## src/rtl/axi_light_arbiter.sv

```systemverilog
// Round-robin arbiter that shares one AXI-light slave port among N_MASTERS masters.
// Only one transaction is in flight; AW/W/B or AR/R are routed to the grantee only.
module axi_light_arbiter #(
  parameter int N_MASTERS = 2,
  parameter int ID_W      = (N_MASTERS > 1) ? $clog2(N_MASTERS) : 1,
  parameter int ADDR_W    = 32,
  parameter int DATA_W    = 32
) (
  input  logic                            clk,
  input  logic                            res,
  input  logic [N_MASTERS-1:0]            m_awvalid,
  output logic [N_MASTERS-1:0]            m_awready,
  input  logic [N_MASTERS*ADDR_W-1:0]     m_awaddr,
  input  logic [N_MASTERS-1:0]            m_wvalid,
  output logic [N_MASTERS-1:0]            m_wready,
  input  logic [N_MASTERS*DATA_W-1:0]     m_wdata,
  input  logic [N_MASTERS*(DATA_W/8)-1:0] m_wstrb,
  output logic [N_MASTERS-1:0]            m_bvalid,
  input  logic [N_MASTERS-1:0]            m_bready,
  input  logic [N_MASTERS-1:0]            m_arvalid,
  output logic [N_MASTERS-1:0]            m_arready,
  input  logic [N_MASTERS*ADDR_W-1:0]     m_araddr,
  output logic [N_MASTERS-1:0]            m_rvalid,
  input  logic [N_MASTERS-1:0]            m_rready,
  output logic [DATA_W-1:0]               m_rdata,
  output logic                            s_awvalid,
  input  logic                            s_awready,
  output logic [ADDR_W-1:0]               s_awaddr,
  output logic                            s_wvalid,
  input  logic                            s_wready,
  output logic [DATA_W-1:0]               s_wdata,
  output logic [DATA_W/8-1:0]             s_wstrb,
  input  logic                            s_bvalid,
  output logic                            s_bready,
  output logic                            s_arvalid,
  input  logic                            s_arready,
  output logic [ADDR_W-1:0]               s_araddr,
  input  logic                            s_rvalid,
  output logic                            s_rready,
  input  logic [DATA_W-1:0]               s_rdata,
  output logic [ID_W-1:0]                 grant_id,
  output logic                            busy
);

  localparam int STRB_W = DATA_W / 8;

  typedef enum logic [2:0] {
    ST_IDLE    = 3'd0,
    ST_WRITE   = 3'd1,
    ST_WR_RESP = 3'd2,
    ST_READ    = 3'd3,
    ST_RD_RESP = 3'd4
  } state_t;

  state_t              state_r;
  state_t              route_state_s;
  logic [ID_W-1:0]     rr_ptr_r;
  logic [ID_W-1:0]     grant_id_r;
  logic                busy_r;
  logic                aw_done_r;
  logic                w_done_r;
  logic [N_MASTERS-1:0] req_s;
  logic [ID_W:0]       pick_s;
  logic [ID_W-1:0]     winner_s;
  logic                found_s;
  logic                aw_hs_s;
  logic                w_hs_s;
  logic                b_hs_s;
  logic                ar_hs_s;
  logic                r_hs_s;

  // Returns {found, index}: first requester after ptr, wrapping modulo N_MASTERS.
  function automatic logic [ID_W:0] rr_pick(input logic [N_MASTERS-1:0] req,
                                            input logic [ID_W-1:0]      ptr);
    logic [ID_W:0]   result;
    logic [ID_W-1:0] sel;
    int              idx;
    result = {(ID_W+1){1'b0}};
    // Walk from the farthest offset down so the nearest requester is written last.
    for (int k = N_MASTERS; k >= 1; k--) begin
      idx = (int'(ptr) + k) % N_MASTERS;
      sel = ID_W'(idx);
      if (req[sel]) begin
        result = {1'b1, sel};
      end else begin
        result = result;
      end
    end
    return result;
  endfunction

  assign req_s    = m_awvalid | m_arvalid;
  assign pick_s   = rr_pick(req_s, rr_ptr_r);
  assign found_s  = pick_s[ID_W];
  assign winner_s = pick_s[ID_W-1:0];

  // Reset forces the routing view to IDLE so every valid/ready is low while res is high.
  assign route_state_s = res ? ST_IDLE : state_r;

  assign s_awaddr = m_awaddr[grant_id_r*ADDR_W +: ADDR_W];
  assign s_araddr = m_araddr[grant_id_r*ADDR_W +: ADDR_W];
  assign s_wdata  = m_wdata[grant_id_r*DATA_W +: DATA_W];
  assign s_wstrb  = m_wstrb[grant_id_r*STRB_W +: STRB_W];
  assign m_rdata  = s_rdata;

  assign aw_hs_s = s_awvalid & s_awready;
  assign w_hs_s  = s_wvalid & s_wready;
  assign b_hs_s  = s_bvalid & s_bready;
  assign ar_hs_s = s_arvalid & s_arready;
  assign r_hs_s  = s_rvalid & s_rready;

  assign grant_id = grant_id_r;
  assign busy     = busy_r;

  // Handshake routing between the granted master and the slave port.
  always_comb begin
    m_awready = {N_MASTERS{1'b0}};
    m_wready  = {N_MASTERS{1'b0}};
    m_bvalid  = {N_MASTERS{1'b0}};
    m_arready = {N_MASTERS{1'b0}};
    m_rvalid  = {N_MASTERS{1'b0}};
    s_awvalid = 1'b0;
    s_wvalid  = 1'b0;
    s_bready  = 1'b0;
    s_arvalid = 1'b0;
    s_rready  = 1'b0;
    case (route_state_s)
      ST_WRITE: begin
        s_awvalid             = m_awvalid[grant_id_r] & ~aw_done_r;
        m_awready[grant_id_r] = s_awready & ~aw_done_r;
        s_wvalid              = m_wvalid[grant_id_r] & ~w_done_r;
        m_wready[grant_id_r]  = s_wready & ~w_done_r;
      end
      ST_WR_RESP: begin
        m_bvalid[grant_id_r] = s_bvalid;
        s_bready             = m_bready[grant_id_r];
      end
      ST_READ: begin
        s_arvalid             = m_arvalid[grant_id_r];
        m_arready[grant_id_r] = s_arready;
      end
      ST_RD_RESP: begin
        m_rvalid[grant_id_r] = s_rvalid;
        s_rready             = m_rready[grant_id_r];
      end
      default: begin
        s_awvalid = 1'b0;
      end
    endcase
  end

  // Transaction sequencer: grant, address/data phases, response, back to IDLE.
  always_ff @(posedge clk) begin
    if (res) begin
      state_r    <= ST_IDLE;
      rr_ptr_r   <= ID_W'(N_MASTERS - 1);
      grant_id_r <= {ID_W{1'b0}};
      busy_r     <= 1'b0;
      aw_done_r  <= 1'b0;
      w_done_r   <= 1'b0;
    end else begin
      case (state_r)
        ST_IDLE: begin
          if (found_s) begin
            grant_id_r <= winner_s;
            rr_ptr_r   <= winner_s;
            busy_r     <= 1'b1;
            state_r    <= m_awvalid[winner_s] ? ST_WRITE : ST_READ;
          end
        end
        ST_WRITE: begin
          // AW and W may finish in either order or together; leave once both are done.
          if ((aw_done_r | aw_hs_s) & (w_done_r | w_hs_s)) begin
            aw_done_r <= 1'b0;
            w_done_r  <= 1'b0;
            state_r   <= ST_WR_RESP;
          end else begin
            aw_done_r <= aw_done_r | aw_hs_s;
            w_done_r  <= w_done_r | w_hs_s;
          end
        end
        ST_WR_RESP: begin
          if (b_hs_s) begin
            busy_r  <= 1'b0;
            state_r <= ST_IDLE;
          end
        end
        ST_READ: begin
          if (ar_hs_s) begin
            state_r <= ST_RD_RESP;
          end
        end
        ST_RD_RESP: begin
          if (r_hs_s) begin
            busy_r  <= 1'b0;
            state_r <= ST_IDLE;
          end
        end
        default: begin
          state_r   <= ST_IDLE;
          busy_r    <= 1'b0;
          aw_done_r <= 1'b0;
          w_done_r  <= 1'b0;
        end
      endcase
    end
  end

endmodule

```

## config.mk

```make
export PLATFORM = sky130hd
export DESIGN_NAME = axi_light_arbiter
export DESIGN_NICKNAME = d
export VERILOG_FILES = /design/src/rtl/axi_light_arbiter.sv
export SDC_FILE = /design/constraint.sdc
export NUM_CORES = 1
export LEC_CHECK = 0
export ABC_CLOCK_PERIOD_IN_PS = 2800
export CAP_MARGIN = 10
export CORE_AREA = 2 2 155 157
export DETAILED_ROUTE_END_ITERATION = 10
export DIE_AREA = 0 0 157 159
export PLACE_DENSITY = 0.49
export SLEW_MARGIN = 40
export SYNTH_ARGS = -nofsm -noshare
export SYNTH_HDL_FRONTEND = slang
export SYNTH_SLANG_ARGS = --single-unit
```

## constraint.sdc

```tcl
create_clock -name clk -period 2.8 [get_ports clk]
set_input_delay 0.7 -clock clk [delete_from_list [all_inputs] [get_ports clk]]
set_output_delay 0.7 -clock clk [all_outputs]
set_load 0.03 [all_outputs]
```

==> results of run 1 <==
## final cells by class
class	count	area [sq um]
fillers	2489	17200
repair buffers	349	3750
multi-input cells	170	1590
well taps	319	399
flip-flops and latches	8	164
clock buffers	4	78.8
inverters	4	15.0
## flip-flops by register name (all words and copies together) (netlist names)
| name | cells |
|---|---|
| state_r | 3 |
| aw_done_r | 1 |
| busy | 1 |
| grant_id | 1 |
| rr_ptr_r | 1 |
| w_done_r | 1 |
## power by group
part | total (mW) | switching, mW | internal, mW
Combinational | 2.70 | 1.32 | 1.38
Clock | 0.251 | 0.0610 | 0.190
Sequential | 0.179 | 0.0292 | 0.149
Total | 3.13 | 1.41 | 1.72
## per-layer routing
layer | wire, um | vias up
met4 | 151 | 0
met5 | 0 | -
met2 | 6540 | 212
met1 | 5720 | 1337
li1 | - | 1425
met3 | 1560 | 16
## cells by family (layout without fill, tap and decap cells)
family	after synthesis	in the layout	share of synthesized area (%)
multiplexers	108	108	58.4
buffers and inverters	52	357	16.0
AND/OR/NAND/NOR	43	43	11.7
AO/OA/AOI/OAI	19	19	6.22
flip-flops	8	8	7.73
## worst max-delay path, delay by kind of cell
kind / cells / cell delay [ns]
buf+inv: 2 / 1.17
mux: 1 / 0.16
## worst paths after layout
path | startpoint | endpoint | slack [ns] | cells after the start
setup / recovery | m_araddr[57] | s_araddr[25] | 0.08 | 3
hold reg to reg | busy | busy | 0.48 | 2
hold / removal | busy | busy | 0.48 | 2
setup reg to reg | grant_id | state_r[1] | 0.75 | 6
## placed cells by master, fill, tap and decap left out, drive strengths merged, types with 3 or more instances in the layout
cell type and n:
inv 4, nor3 8, o21ai 6, nand2 4, nand2b 3, clkdlybuf4s50 287
mux2i 6, a21oi 5, clkbuf 4, mux2 102, dfxtp 8, nor4 5
and3 5, buf 61, nor2 7
## repair_timing
action                                 in CTS  in global routing
setup endpoints to repair                   5                  0
gates resized for setup                     1                  0
setup buffers                               0                  0
endpoints found under the hold margin       0                  0
==> metrics.yaml, run 1 <==
status: "completed"
busiest_layer: "met2"
ioPinCount: 398
critPathKind: "in -> out"
period_share_pct: 97.3
postSynthCellCount: 230
met1_usage_pct: 12.7
io_buffers: 333
dieArea_sq_um: 25000
grt_pass1_wl_mm: 19.8
synth_top_area_share_pct: 54.9
leakage_nw: 2.20
synth.most_common_cell: "mux2_2"
initial_core_util_pct: 8.93
die_y_um: 159
placed_area_sq_um: 5920
drv_cap: 0
synth_commonest_cells: "101 x mux2_2, 32 x buf_4, 8 x dfxtp_1, 8 x nor3_1, 7 x buf_1"
gr-total-overflow: 0
yosysWarnings: 0
drive_gt1_share_pct: 31.8
n_antenna_cell: 0
avgViaCountPerCell: 3.50
use_met2_pct: 18.3
tightest_slew_ns: 0.446
post-route-util_pct: 25.9
required_ns: 2.10
grt_max_degree: 61
avgSynthCellArea_sq_um: 9.00
critical_path.startpoint_type: "input pin"
drtAntennaViolNets: 0
fin_setup_tns_ns: 0
dp_hpwl_mm: 12.2
grt_pass1_vias: 3335
final_area_sq_um: 6000
cts_root_buffer: "clkbuf_16"
fin_nets: 785
hp-class: "reg -> reg"
instances_no_fill: 854
slew_headroom_pct: 70.0
row_count: 56
async_flop_share_pct: 0
dieWidth_um: 157
cts-buffers-inserted: 3
vias: 2990
finalSetupViolCount: 0
synth_cell_types: 33
clk_pin_slew_ns: 0.04
min_period_ns: 2.72
netlist_area_sq_um: 2070
synth_nets: 479
timing.critical_path.mode_cell: "clkdlybuf4s50_1"
firstDrtPassIters: 4
htree_levels: 1
critPathArrivalTime_ns: 2.02
yosys-top-cells-area: "mux2_2 55%, buf_4 12%, dfxtp_1 7.7%"
crit_path_top_delay_cell: "clkdlybuf4s50_1"
clk-insertion-delay-late_ns: 0.23
area_growth_pct: 190
use_met3_pct: 3.40
post-place-ws_ns: -0.0793
cts_sinks: 8
synth_top_flop_cell: "dfxtp_1"
yosysTopAreaCell: "mux2_2"
power.density_nw_per_um2: 522
dp.cells: 850
clockBufferDepth: 2
fmax_ghz: 0.367
grt_setup_unrepaired: "false"
gp_congestion: 0.754
antenna_found_initial: 0
drc: 0
crit_fanout: 1
grtUsageTotal_pct: 10.4
yosysSeqAreaShare_pct: 7.73
worst_slack_ns: 0.0762
synth_edf_count: 0
finClkSkew_ns: 0.00261
slew_violations: 0
wire_per_inst_um: 16.4
ys_ff_latch: 8
cpPeakStageDelay_ns: 0.66
whs_ns: 0.478
core_area_sq_um: 23200
power_mw: 3.13
drt-total-wl_mm: 14.0
holdBufCountCts: 0
peakVddDrop_mv: 0.289
hold_viol_final: 0
end_kind: "primary output"
drtIter0Drc: 160
cts_tree: "yes"
cp_cell_sequence: "clkdlybuf4s50_1 -> mux2_2 -> clkdlybuf4s50_1"
Power figures use the tool's default switching activity.
==> run 2, diff against run 1 <==
- ABC_AREA: unset -> 0
- GPL_TIMING_DRIVEN: unset -> 0
==> run 2 against run 1 <==
- fmax increased by 1.1%
- worst hold slack gained 0.0070 ns
- wire length is 12% higher
- combinational power decreased by 6%
- sequential share of layout area decreased by 0.14 points
- clock skew decreased by 0.0012 ns
- via count rose by 7.9%
- largest power group unchanged
==> metrics.yaml, run 2 (synthesis results as in run 1) <==
ioPinCount: 398
fmax_ghz: 0.371
grt_pass1_wl_mm: 21.8
r2r_end: "state_r[1]"
crit_path_top_delay_cell: "dlygate4sd2_1"
timing.critical_path.mode_cell: "buf_6"
grt_max_degree: 11
die_y_um: 159
largest_reg_flops: 3
initial_core_util_pct: 8.93
hp-class: "reg -> reg"
drtAntennaViolNets: 0
finClkSkew_ns: 0.00138
peakVddDrop_mv: 0.192
critPathKind: "reg -> out"
htree_levels: 1
min_period_ns: 2.69
cts_root_buffer: "clkbuf_16"
cts_setup_buffers: 0
min_to: "busy"
drt-total-wl_mm: 15.7
critical_path.startpoint_type: "register"
drc: 0
path_delay_family: "buffers and inverters"
end_kind: "primary output"
worst-path-buf-inv: 5
hold_viol_final: 0
gr-total-overflow: 0
cts-buffers-inserted: 3
period_share_pct: 96.2
fin_nets: 849
grt_setup_unrepaired: "false"
layout_commonest_cell: "clkdlybuf4s50_1"
drive_gt1_share_pct: 30.1
regMostFlops: "state_r"
area_growth_pct: 198
clk_pin_slew_ns: 0.04
rr_worst_depth: 7
io_buffers: 365
clockBufferDepth: 2
n_antenna_cell: 0
power.density_nw_per_um2: 481
leakage_nw: 2.50
status: "completed"
r2r_setup_slack_ns: 0.66
grt_pass1_vias: 3510
slew_headroom_pct: 61.6
dr_wl_met2_mm: 7.75
firstDrtPassIters: 4
cpPeakStageDelay_ns: 0.35
cp_cell_sequence: "buf_2 -> buf_8 -> buf_6 -> buf_6 -> mux2_2 -> dlygate4sd2_1"
core_area_sq_um: 23200
worst_slack_ns: 0.106
finalSetupViolCount: 0
row_count: 56
dieArea_sq_um: 25000
gp_congestion: 0.773
post-route-util_pct: 26.7
critPathArrivalTime_ns: 1.99
drtIter0Drc: 79
cts_tree: "yes"
crit_fanout: 10
mostFrequentLayoutCells: "249 x clkdlybuf4s50_1, 101 x mux2_2, 90 x dlygate4sd2_1"
wire_per_inst_um: 17.1
slew_violations: 0
instances_no_fill: 917
met1_length_mm: 6.37
avgViaCountPerCell: 3.52
antenna_found_initial: 1
dp.cells: 914
required_ns: 2.10
grtUsageTotal_pct: 11.7
hp-start: "busy"
met3_length_mm: 1.47
fillers: 2542
vias: 3226
post-place-ws_ns: -0.733
dieWidth_um: 157
reg2reg_from: "grant_id"
dr.max_layer_used: "met5"
clk-insertion-delay-late_ns: 0.24
cts_sinks: 8
hold_depth: 2
tightest_slew_ns: 0.560
dp_hpwl_mm: 13.9
whs_ns: 0.485
drv_cap: 0
run 2: changes by cell type in the layout (fill, tap and decap cells not counted), sizes merged:
cell	before	now
dlygate4sd2	1	90
clkbuf	4	7
dlymetal6s2s	0	7
clkdlybuf4s15	0	9
buf	61	54
clkdlybuf4s50	287	249
run 2: worst max path at each step:
stage                  start  depth (start not counted)  slack, ns            to
finish              grant_id                          6       0.11  s_awaddr[26]
global route        grant_id                          7     0.0003   m_bvalid[1]
CTS                      res                          6      -0.08  m_arready[1]
detailed placement       res                          4      -0.73      s_rready
global placement         res                          4      -0.74      s_rready
floorplan           grant_id                          6     0.0005  m_arready[1]
run 2: cell type report:
cell class / count / area [sq um] / area share [%]
tap: 319 / 399 / 6.46
sequential: 8 / 160 / 2.59
multi-input combinational: 170 / 1630 / 26.4
clock buffer: 3 / 75.1 / 1.21
buffer: 48 / 375 / 6.07
timing repair buffer: 365 / 3520 / 57.0
inverter: 4 / 15.0 / 0.243
run 2: repair_timing:
action | in CTS | in global routing
gates cloned | 0 | 0
hold buffers | 0 | 0
setup endpoints to repair | 115 | 47
resized for setup | 189 | 26
run 2: routing by layer:
layer / GRT usage (%) / vias up
li1: - / 1549
met5: 0 / -
met3: 2.83 / 8
met1: 14.1 / 1439
met2: 21.4 / 228
met4: 1.38 / 2
run 2: power by group:
group          internal [mW]  switching, mW  leakage [nW]
combinational           1.16           1.39          2.40
sequential             0.147         0.0279        0.0658
clock                  0.185         0.0651        0.0370
total                   1.49           1.49          2.50
run 2: metrics by stage:
step | instance area, sq um | power, mW | setup TNS (ns)
2_1_floorplan | 2080 | 1.70 | 0
3_3_place_gp | 6130 | 2.89 | -43.00
3_5_place_dp | 6130 | 2.88 | -37.65
4_1_cts | 6160 | 3.02 | -0.547
5_1_grt | 6180 | 3.14 | 0
6_report | 6180 | 2.97 | 0
run 2: worst min-delay path, delay by kind of cell (launching register included):
family         cells  cell delay (ns)
flip-flops         1             0.31
AO/OA/AOI/OAI      2             0.13
==> run 3, diff against run 2 <==
- SLEW_MARGIN: 40 -> 10
==> results of run 3 <==
No change in the layout: final DEF, timing and power equal those of run 2.
==> RTL change: new RTL, config.mk and constraints of run 1 <==
Re-encode `state_t` (5 states) as Gray code, 3 bits wide.
--- a/src/rtl/axi_light_arbiter.sv
+++ b/src/rtl/axi_light_arbiter.sv
@@ -45,11 +45,11 @@
   localparam int STRB_W = DATA_W / 8;
 
   typedef enum logic [2:0] {
-    ST_IDLE    = 3'd0,
-    ST_WRITE   = 3'd1,
-    ST_WR_RESP = 3'd2,
-    ST_READ    = 3'd3,
-    ST_RD_RESP = 3'd4
+    ST_IDLE    = 3'b000,
+    ST_WRITE   = 3'b001,
+    ST_WR_RESP = 3'b011,
+    ST_READ    = 3'b010,
+    ST_RD_RESP = 3'b110
   } state_t;
 
   state_t              state_r;
Function: same outputs for any inputs over 4 cycles, from zero or initial values; so few cycles prove little.
==> RTL change against run 1 <==
Area after synthesis increased by 3.5%; power decreased by 20%; die area unchanged; worst setup slack got worse by 0.0078 ns; utilization grew 0.53 points; sequential cell count did not move; combinational power fell by 24%; cell area up 2.0%; routed wire length rose by 9.6%; largest power group unchanged; critical path type unchanged; critical endpoint is now s_wdata[28].
==> RTL change: results <==
{
  "status": "finished, final reports clean",
  "layout.nets": 795,
  "fin_skew_ns": 0.00216,
  "cp_max_fo": 1,
  "post_cts_buffers": 0,
  "top_register": "state_r",
  "drt_iter0_markers": 53,
  "ys.warnings.count": 0,
  "dpl.hpwl_microns": 13800,
  "grt_pass1_vias": 3146,
  "path_clk_slew_ns": 0.04,
  "worst_pin_slew_ns": 0.441,
  "path_delay_family": "buffers and inverters",
  "arrival_ns": 2.03,
  "netlist_top_cells_area": "mux2_2 (54%), buf_4 (11%), dfxtp_1 (7.5%)",
  "num-fill-cells": 2503,
  "dpl_worst_slack_ns": -0.0300,
  "async_flop_share": 0,
  "yosys-top-cells-count": "mux2_2 (102), buf_4 (32), and3_1 (10), clkbuf_1 (9)",
  "syn-num-nets": 490,
  "htreeDepth": 1,
  "synth-compound-area-share": 0.0841,
  "grt_start_max_net_pins": 37,
  "hold_path_class": "flop to flop",
  "dr.pass1.iters": 4,
  "synth_cell_type_count": 39,
  "grt_pass1_wl_microns": 21100,
  "routabilityCongestion": 0.765,
  "largest_reg_flops": 3,
  "slowest_delay_ns": 0.66,
  "io_buffers": 333,
  "synth_adder_area_share": 0.00467,
  "ir_drop_uv": 179,
  "clockRootBuffer": "clkbuf_16",
  "antenna_found_initial": 1,
  "clkLatencyLatePin_ns": 0.24,
  "cap_violations": 0,
  "vias_per_cell": 3.48,
  "synth-xor-area-share": 0,
  "drive_gt1_frac": 0.352,
  "crit_slowest_cell": "clkdlybuf4s50_1",
  "cts_max_path_buffers": 2,
  "grtUsageTotal": 0.115,
  "p_leak_nw": 2.31,
  "seq_area_frac_synth": 0.0747,
  "antenna_cells": 0,
  "wire_per_inst_microns": 17.7,
  "cts_buffers": 3,
  "synthMuxAreaShare": 0.550,
  "dominantRegCellSynth": "dfxtp_1"
}
## RTL change: cell count changes after synthesis, sizes merged, moves of 3 or more
cell    before  now
a211oi       0    3
a21oi        5    8
and3         5   10
buf         46   39
clkbuf       2   10
mux2i        6    3
nand2b       3    0
nor3         8    5
nor4         5    1
## RTL change: power breakdown
part	leakage [nW]	switching, W	internal, W	total, W
sequential	0.0665	0.0000496	0.000135	0.000185
combinational	2.21	0.000955	0.00110	0.00205
clock	0.0382	0.0000654	0.000191	0.000256
total	2.31	0.00107	0.00142	0.00249
## RTL change: kinds of logic (layout without fill, tap and decap cells)
logic type      Yosys count  after routing
compound gates           27             27
fa+ha+maj                 1              1
buf+inv                  55            359
flops                     8              8
mux                     105            105
simple gates             45             45
## RTL change: final cells by class
class	count	area (sq um)	share of cell area
flip-flops and latches	8	164	0.0268
multi-input cells	178	1640	0.267
clock buffers	4	78.8	0.0129
repair buffers	349	3820	0.624
inverters	6	22.5	0.00368
well taps	319	399	0.0652
## RTL change: timing repair
item	CTS	global route
hold buffers	0	0
resized for setup	1	2
setup endpoints to repair	1	2
## RTL change: path summary, 6_finish.rpt
| path | start | endpoint | slack (ns) | cells after the start |
|---|---|---|---|---|
| worst max register to register | grant_id | state_r[1] | 0.78 | 7 |
| worst max-delay path | m_wdata[60] | s_wdata[28] | 0.07 | 3 |
| worst min register to register | w_done_r | w_done_r | 0.50 | 2 |
| worst min-delay path | w_done_r | w_done_r | 0.50 | 2 |
## RTL change: worst min-delay path, cell delays in order, from the launching register on
cell     delay [ns]
dfxtp_1        0.31
o21ai_0        0.07
a21oi_1        0.06
## RTL change: per-stage QoR
stage / std cells / utilization / total power (W) / cell area [sq um] / hold WS (ns)
global placement: 860 / 0.260 / 0.00227 / 6030 / 0.478
finish: 864 / 0.264 / 0.00249 / 6120 / 0.495
CTS: 864 / 0.263 / 0.00253 / 6110 / 0.493
floorplan: 241 / - / 0.00124 / 2140 / 0.467
global route: 864 / 0.264 / 0.00262 / 6120 / 0.514
detailed placement: 860 / 0.260 / 0.00227 / 6030 / 0.484
## RTL change: metal layers
layer	GRT usage	routed length, microns	up-vias
li1	-	-	1457
met1	0.142	6260	1329
met2	0.197	7330	205
met3	0.0370	1570	14
met4	0.0175	167	0
met5	0	0	-
